`config.mk`:
```
export PLATFORM = sky130hd
export DESIGN_NAME = fifo_rd_stream
export DESIGN_NICKNAME = d
export VERILOG_FILES = /design/src/rtl/fifo_rd_pkg.sv /design/src/rtl/fifo_rd_skid.sv /design/src/rtl/fifo_rd_stream.sv
export SDC_FILE = /design/constraint.sdc
export NUM_CORES = 1
export LEC_CHECK = 0
export ABC_AREA = 0
export CORE_UTILIZATION = 47
export DETAILED_ROUTE_END_ITERATION = 8
export MAX_ROUTING_LAYER = met4
export PLACE_DENSITY = 0.76
export SYNTH_ARGS = -nofsm -noshare
export SYNTH_HDL_FRONTEND = slang
export SYNTH_SLANG_ARGS = --single-unit
```
`constraint.sdc`:
```
create_clock -name clk -period 2.01 [get_ports clk]
set_input_delay 0.402 -clock clk [delete_from_list [all_inputs] [get_ports clk]]
set_output_delay 0.402 -clock clk [all_outputs]
set_load 0.01 [all_outputs]
```
`src/rtl/fifo_rd_pkg.sv`:
```
// Shared types for the fifo_dp read-side stream adapter.
// The optional statistics counters are enabled by defining FIFO_RD_STATS_EN.
package fifo_rd_pkg;

    localparam int SKID_DEPTH = 2;

    typedef logic [1:0] occ_t;

    // Occupancy step: a push and a pop in the same cycle cancel out.
    function automatic occ_t occ_next(input occ_t occ, input logic push, input logic pop);
        case ({push, pop})
            2'b10:   occ_next = occ + 2'd1;
            2'b01:   occ_next = occ - 2'd1;
            default: occ_next = occ;
        endcase
    endfunction

endpackage

```
`src/rtl/fifo_rd_skid.sv`:
```
// Two-entry skid buffer that absorbs fifo_dp read data while the sink stalls.
module fifo_rd_skid
    import fifo_rd_pkg::*;
#(
    parameter int WIDTH = 8
) (
    input  logic             clk,
    input  logic             rst,
    input  logic             push,
    input  logic [WIDTH-1:0] push_data,
    input  logic             pop,
    output occ_t             occ,
    output logic [WIDTH-1:0] pop_data
);

    logic             wr_ptr_q, wr_ptr_d;
    logic             rd_ptr_q, rd_ptr_d;
    occ_t             occ_q, occ_d;
    logic [WIDTH-1:0] mem_q [SKID_DEPTH];
    logic [WIDTH-1:0] mem_d [SKID_DEPTH];

    // Next-state for storage, pointers and occupancy.
    always_comb begin
        mem_d    = mem_q;
        wr_ptr_d = wr_ptr_q;
        rd_ptr_d = rd_ptr_q;
        if (push) begin
            mem_d[wr_ptr_q] = push_data;
            wr_ptr_d        = ~wr_ptr_q;
        end else begin
            wr_ptr_d = wr_ptr_q;
        end
        if (pop) begin
            rd_ptr_d = ~rd_ptr_q;
        end else begin
            rd_ptr_d = rd_ptr_q;
        end
        occ_d = occ_next(occ_q, push, pop);
    end

    // Buffer state registers.
    always_ff @(posedge clk) begin
        if (rst) begin
            wr_ptr_q <= 1'b0;
            rd_ptr_q <= 1'b0;
            occ_q    <= 2'd0;
            for (int i = 0; i < SKID_DEPTH; i++) begin
                mem_q[i] <= {WIDTH{1'b0}};
            end
        end else begin
            wr_ptr_q <= wr_ptr_d;
            rd_ptr_q <= rd_ptr_d;
            occ_q    <= occ_d;
            mem_q    <= mem_d;
        end
    end

    assign occ      = occ_q;
    assign pop_data = mem_q[rd_ptr_q];

endmodule

```
`src/rtl/fifo_rd_stream.sv`:
```
// Drains a fifo_dp through its read port and presents the data as a valid/ready stream.
// Define FIFO_RD_STATS_EN to add the saturating beat_cnt/stall_cnt statistics ports.
module fifo_rd_stream
    import fifo_rd_pkg::*;
#(
    parameter int WIDTH = 8,
    parameter int CNT_W = 16
) (
    input  logic             clk,
    input  logic             rst,
    input  logic             fifo_empty,
    output logic             fifo_rd_en,
    input  logic [WIDTH-1:0] fifo_data,
    output logic             m_valid,
    input  logic             m_ready,
    output logic [WIDTH-1:0] m_data
`ifdef FIFO_RD_STATS_EN
    ,
    output logic [CNT_W-1:0] beat_cnt,
    output logic [CNT_W-1:0] stall_cnt
`endif
);

    logic       inflight_q, inflight_d;
    logic       pop_s;
    occ_t       occ_s;
    logic [2:0] committed_s;

    // Issue a read only if the beat will have a skid slot once it lands;
    // counting this cycle's pop keeps back-to-back streaming at full rate.
    always_comb begin
        m_valid     = (occ_s != 2'd0);
        pop_s       = m_valid && m_ready;
        committed_s = {1'b0, occ_s} + {2'b00, inflight_q} - {2'b00, pop_s};
        fifo_rd_en  = !fifo_empty && (committed_s < 3'd2);
        inflight_d  = fifo_rd_en;
    end

    // Tracks the read whose data appears on fifo_data next cycle.
    always_ff @(posedge clk) begin
        if (rst) begin
            inflight_q <= 1'b0;
        end else begin
            inflight_q <= inflight_d;
        end
    end

    fifo_rd_skid #(
        .WIDTH (WIDTH)
    ) u_skid (
        .clk       (clk),
        .rst       (rst),
        .push      (inflight_q),
        .push_data (fifo_data),
        .pop       (pop_s),
        .occ       (occ_s),
        .pop_data  (m_data)
    );

`ifdef FIFO_RD_STATS_EN
    logic [CNT_W-1:0] beat_cnt_q, beat_cnt_d;
    logic [CNT_W-1:0] stall_cnt_q, stall_cnt_d;

    // Saturating counters for delivered beats and stalled cycles.
    always_comb begin
        beat_cnt_d  = beat_cnt_q;
        stall_cnt_d = stall_cnt_q;
        if (pop_s && (beat_cnt_q != {CNT_W{1'b1}})) begin
            beat_cnt_d = beat_cnt_q + {{(CNT_W-1){1'b0}}, 1'b1};
        end else begin
            beat_cnt_d = beat_cnt_q;
        end
        if (m_valid && !m_ready && (stall_cnt_q != {CNT_W{1'b1}})) begin
            stall_cnt_d = stall_cnt_q + {{(CNT_W-1){1'b0}}, 1'b1};
        end else begin
            stall_cnt_d = stall_cnt_q;
        end
    end

    // Statistics registers.
    always_ff @(posedge clk) begin
        if (rst) begin
            beat_cnt_q  <= {CNT_W{1'b0}};
            stall_cnt_q <= {CNT_W{1'b0}};
        end else begin
            beat_cnt_q  <= beat_cnt_d;
            stall_cnt_q <= stall_cnt_d;
        end
    end

    assign beat_cnt  = beat_cnt_q;
    assign stall_cnt = stall_cnt_q;
`else
    logic [CNT_W-1:0] stats_unused_s;
    assign stats_unused_s = {CNT_W{1'b0}};
`endif

endmodule

```
==> run_results.csv <==
group,metric,value,unit
timing,rsz0062_at_grt,"true",
finish,postLayoutCoreUtil,68.7,%
timing,maxSlewHeadroom,62.2,%
setup_path,start_kind,"input pin",
floorplan,fp.dieArea,2130,um^2
synth,post_synth_and_or_nand_nor_area_fraction,23.8,%
detailed_routing,detailedRoute.firstPassIterationCount,4,
cts,cts_buffer_depth,2,
cts,register_clock_pin_slew_on_the_reported_worst_setup_and_hold_paths,110,ps
synth,postSynthCellCount,108,
job,cap_viol_max_count,0,
timing,fin_worst_skew,1.70,ps
finish,areaGrowthSynthToFinish,33.7,%
synth,synth_top_area_share,45.9,%
setup_path,worst-endpoint-required,1610,ps
synth,synth-async-reset-ratio,0,%
synth,synth_fp_nets,121,
synth,synth_edf_count,0,
global_routing,number_of_global_route_vias_before_repair,755,
detailed_routing,vias,842,
min_path,hold_path.class,"reg2reg",
global_routing,grt_use_total,22.4,%
synth,total_of_flip_flops_plus_latches_after_synthesis,21,
cts,tritoncts_num_sinks,21,
finish,layoutNonFillerInstCount,159,
status,violations_in_the_final_reports,"setup timing",
synth,dominantRegCellSynth,"sky130_fd_sc_hd__dfxtp_1",
cts,cts_hold_buf,0,
placed_design,numPortBuffers,21,
timing,slew_violations,0,
cts,cts_max_level,1,
timing,tightestPinTransition,566,ps
floorplan,rows,15,
timing,final-hold-violation-count,0,
setup_path,critPathMaxStageDelay,510,ps
synth,post_synth_mux_area_share,9.84,%
detailed_routing,drc_violation_total_after_the_first_tritonroute_iteration,22,
placed_design,dp_worst_setup_slack,-970,ps
timing,finalSetupViolations,1,
floorplan,core-area,1780,um^2
synth,synth-xor-area-share,1.91,%
cts,cts.root.buffer_cell,"sky130_fd_sc_hd__clkbuf_4",
detailed_routing,routed_via_density,5.30,
synth,yosys.area.top_type,"sky130_fd_sc_hd__dfxtp_1",
synth,synth_compound_gate_area_share,12.6,%
detailed_routing,ant_nets,0,
cts,number_of_cts_inserted_buffers,3,
power,irDropWorstVdd,696,uV
placed_design,finalWeightedCongestion,0.802,
synth,synthesis.area_per_instance,8.48,um^2
finish,multiInputGateArea,468,um^2
placed_design,post-dp-hpwl,1.39,mm
timing,period_needed,2250,ps
detailed_routing,wirelength,1.96,mm
global_routing,grt_pass1_wl,3.31,mm
status,status,"complete, but fails checks",
synth,synth_fa_ha_area_share,2.19,%
synth,synth.distinct_cells,20,
finish,mostFrequentLayoutCells,"sky130_fd_sc_hd__nand2_1, sky130_fd_sc_hd__a21oi_1, sky130_fd_sc_hd__dfxtp_1",
floorplan,initial_core_utilization,51.4,%
setup_path,path_cells,"dlygate4sd2_1 > and3b_1 > buf_4 > fa_2 > nor3b_2 > buf_2",
timing,layout_worst_path_cycle_share,112,%
floorplan,ioPinCount,22,
finish,num-fill-cells,151,
global_routing,grt_start_max_net_pins,17,
setup_path,cp_data_arrival_time,1840,ps
placed_design,dp_cells,155,
timing,fin_hold_ws,459,ps
synth,synth_warnings,0,
timing,maxClockFrequency,0.445,GHz
synth,seq_area_frac_synth,45.9,%
synth,synth.area.top_cells,"sky130_fd_sc_hd__dfxtp_1, sky130_fd_sc_hd__a21oi_1, sky130_fd_sc_hd__nand2_1, sky130_fd_sc_hd__mux2_2, sky130_fd_sc_hd__nand3_1",
setup_path,timing.critical_path.fanout_max,3,
setup_path,cp_top_family,"buffers and inverters",
finish,finish.net_count,148,
power,power-per-cell-area,625,nW/um^2
floorplan,die_h,46.1,um
detailed_routing,remaining_drc_errors,0,
setup_path,critical_path_buf_inv_count,3,
cts,worstSkewPairLatency,300,ps
detailed_routing,wl_per_cell,12.3,um
timing,finalWorstSetupSlack,-235,ps
synth,largest_family_of_logic_cells_by_synthesized_area,"simple AND/OR/NAND/NOR gates",
synth,syn_area,916,um^2
finish,antenna_cells_inserted,0,
setup_path,criticalPathCategory,"in2out",
finish,regArea,423,um^2
global_routing,grt_antenna_before_repair,0,
finish,drive_gt1_share,18.7,%
setup_path,crit_end_category,"primary output",
finish,mostFrequentLayoutCell,"sky130_fd_sc_hd__nand2_1",
floorplan,die_width,46.1,um
cts,clock_tree_from_tritoncts,"built",
power,total_leakage_power,0.558,nW
setup_path,critPathSlowestCell,"sky130_fd_sc_hd__fa_2",
global_routing,grt_overflow,0,
timing repair:
action / 4_1_cts / 5_1_grt
setup buffers: 0 / 0
setup endpoints to repair: 9 / 5
cloned: 0 / 0
gates resized for setup: 13 / 5
pin swaps: 2 / 1
final timing paths:
kind / start / to / slack (ps) / depth (start not counted)
worst max-delay path: m_ready / fifo_rd_en / -240 / 6
worst min-delay path: u_skid.mem_q[1] / u_skid.mem_q[1] / 460 / 2
worst max register to register: u_skid.occ[0] / inflight_q / 420 / 5
worst min register to register: u_skid.mem_q[1] / u_skid.mem_q[1] / 460 / 2
metrics by stage:
stage	instance area (um^2)	TNS (ps)	power, W
floorplan	921	0	0.000516
global placement	1190	-966	0.000579
detailed placement	1190	-1190	0.000583
CTS	1210	-272	0.000772
global route	1220	-331	0.000805
finish	1220	-235	0.000766
tightest hold or removal path, cell delays in order, from the launching register on:
cell                      delay, ps
sky130_fd_sc_hd__dfxtp_1        320
sky130_fd_sc_hd__nand2_1         50
sky130_fd_sc_hd__a21oi_1         50
cell families (layout without fill, tap and decap cells):
family,count (synthesis),after routing
adders and majority gates,1,1
and+or+nand+nor,46,46
AOI/OAI and AO/OA,22,22
DFF,21,21
muxes,8,8
buffers and inverters,8,34
xor gates and xnor gates,2,2
flip-flops by register name, summed over array words and instances, names as in the netlist:
signal,flops
inflight_q,1
u_skid.occ,2
u_skid.rd_ptr_q,1
u_skid.wr_ptr_q,1
u_skid.mem_q,16
final cells by class:
type / instances / area share, %
multi-input combinational: 79 / 38.2
timing repair buffer: 29 / 22.3
sequential: 21 / 34.5
clock buffer: 4 / 2.15
tap: 25 / 2.55
inverter: 1 / 0.306
per-layer routing:
metal | global-route usage [%] | wire, um | vias up
met1 | 27.4 | 856 | 401
met4 | 7.06 | 21 | 0
met2 | 35.5 | 963 | 22
met5 | - | 0 | -
li1 | - | - | 417
met3 | 6.27 | 120 | 2
synth_stat cells, drive strengths merged (2+ instances only):
library cell,count
nand2,25
o21ai,2
nand3,8
nor2b,3
and3b,2
nand2b,3
buf,4
mux2,8
clkbuf,3
xor2,2
a21oi,19
dfxtp,21
power by group:
| part | internal, W | total [W] | switching (W) |
|---|---|---|---|
| registers | 0.000433 | 0.000444 | 0.0000116 |
| clock network | 0.0000773 | 0.000198 | 0.000121 |
| logic | 0.0000670 | 0.000124 | 0.0000567 |
| total | 0.000577 | 0.000766 | 0.000189 |
(Power assumes the default switching activity.)
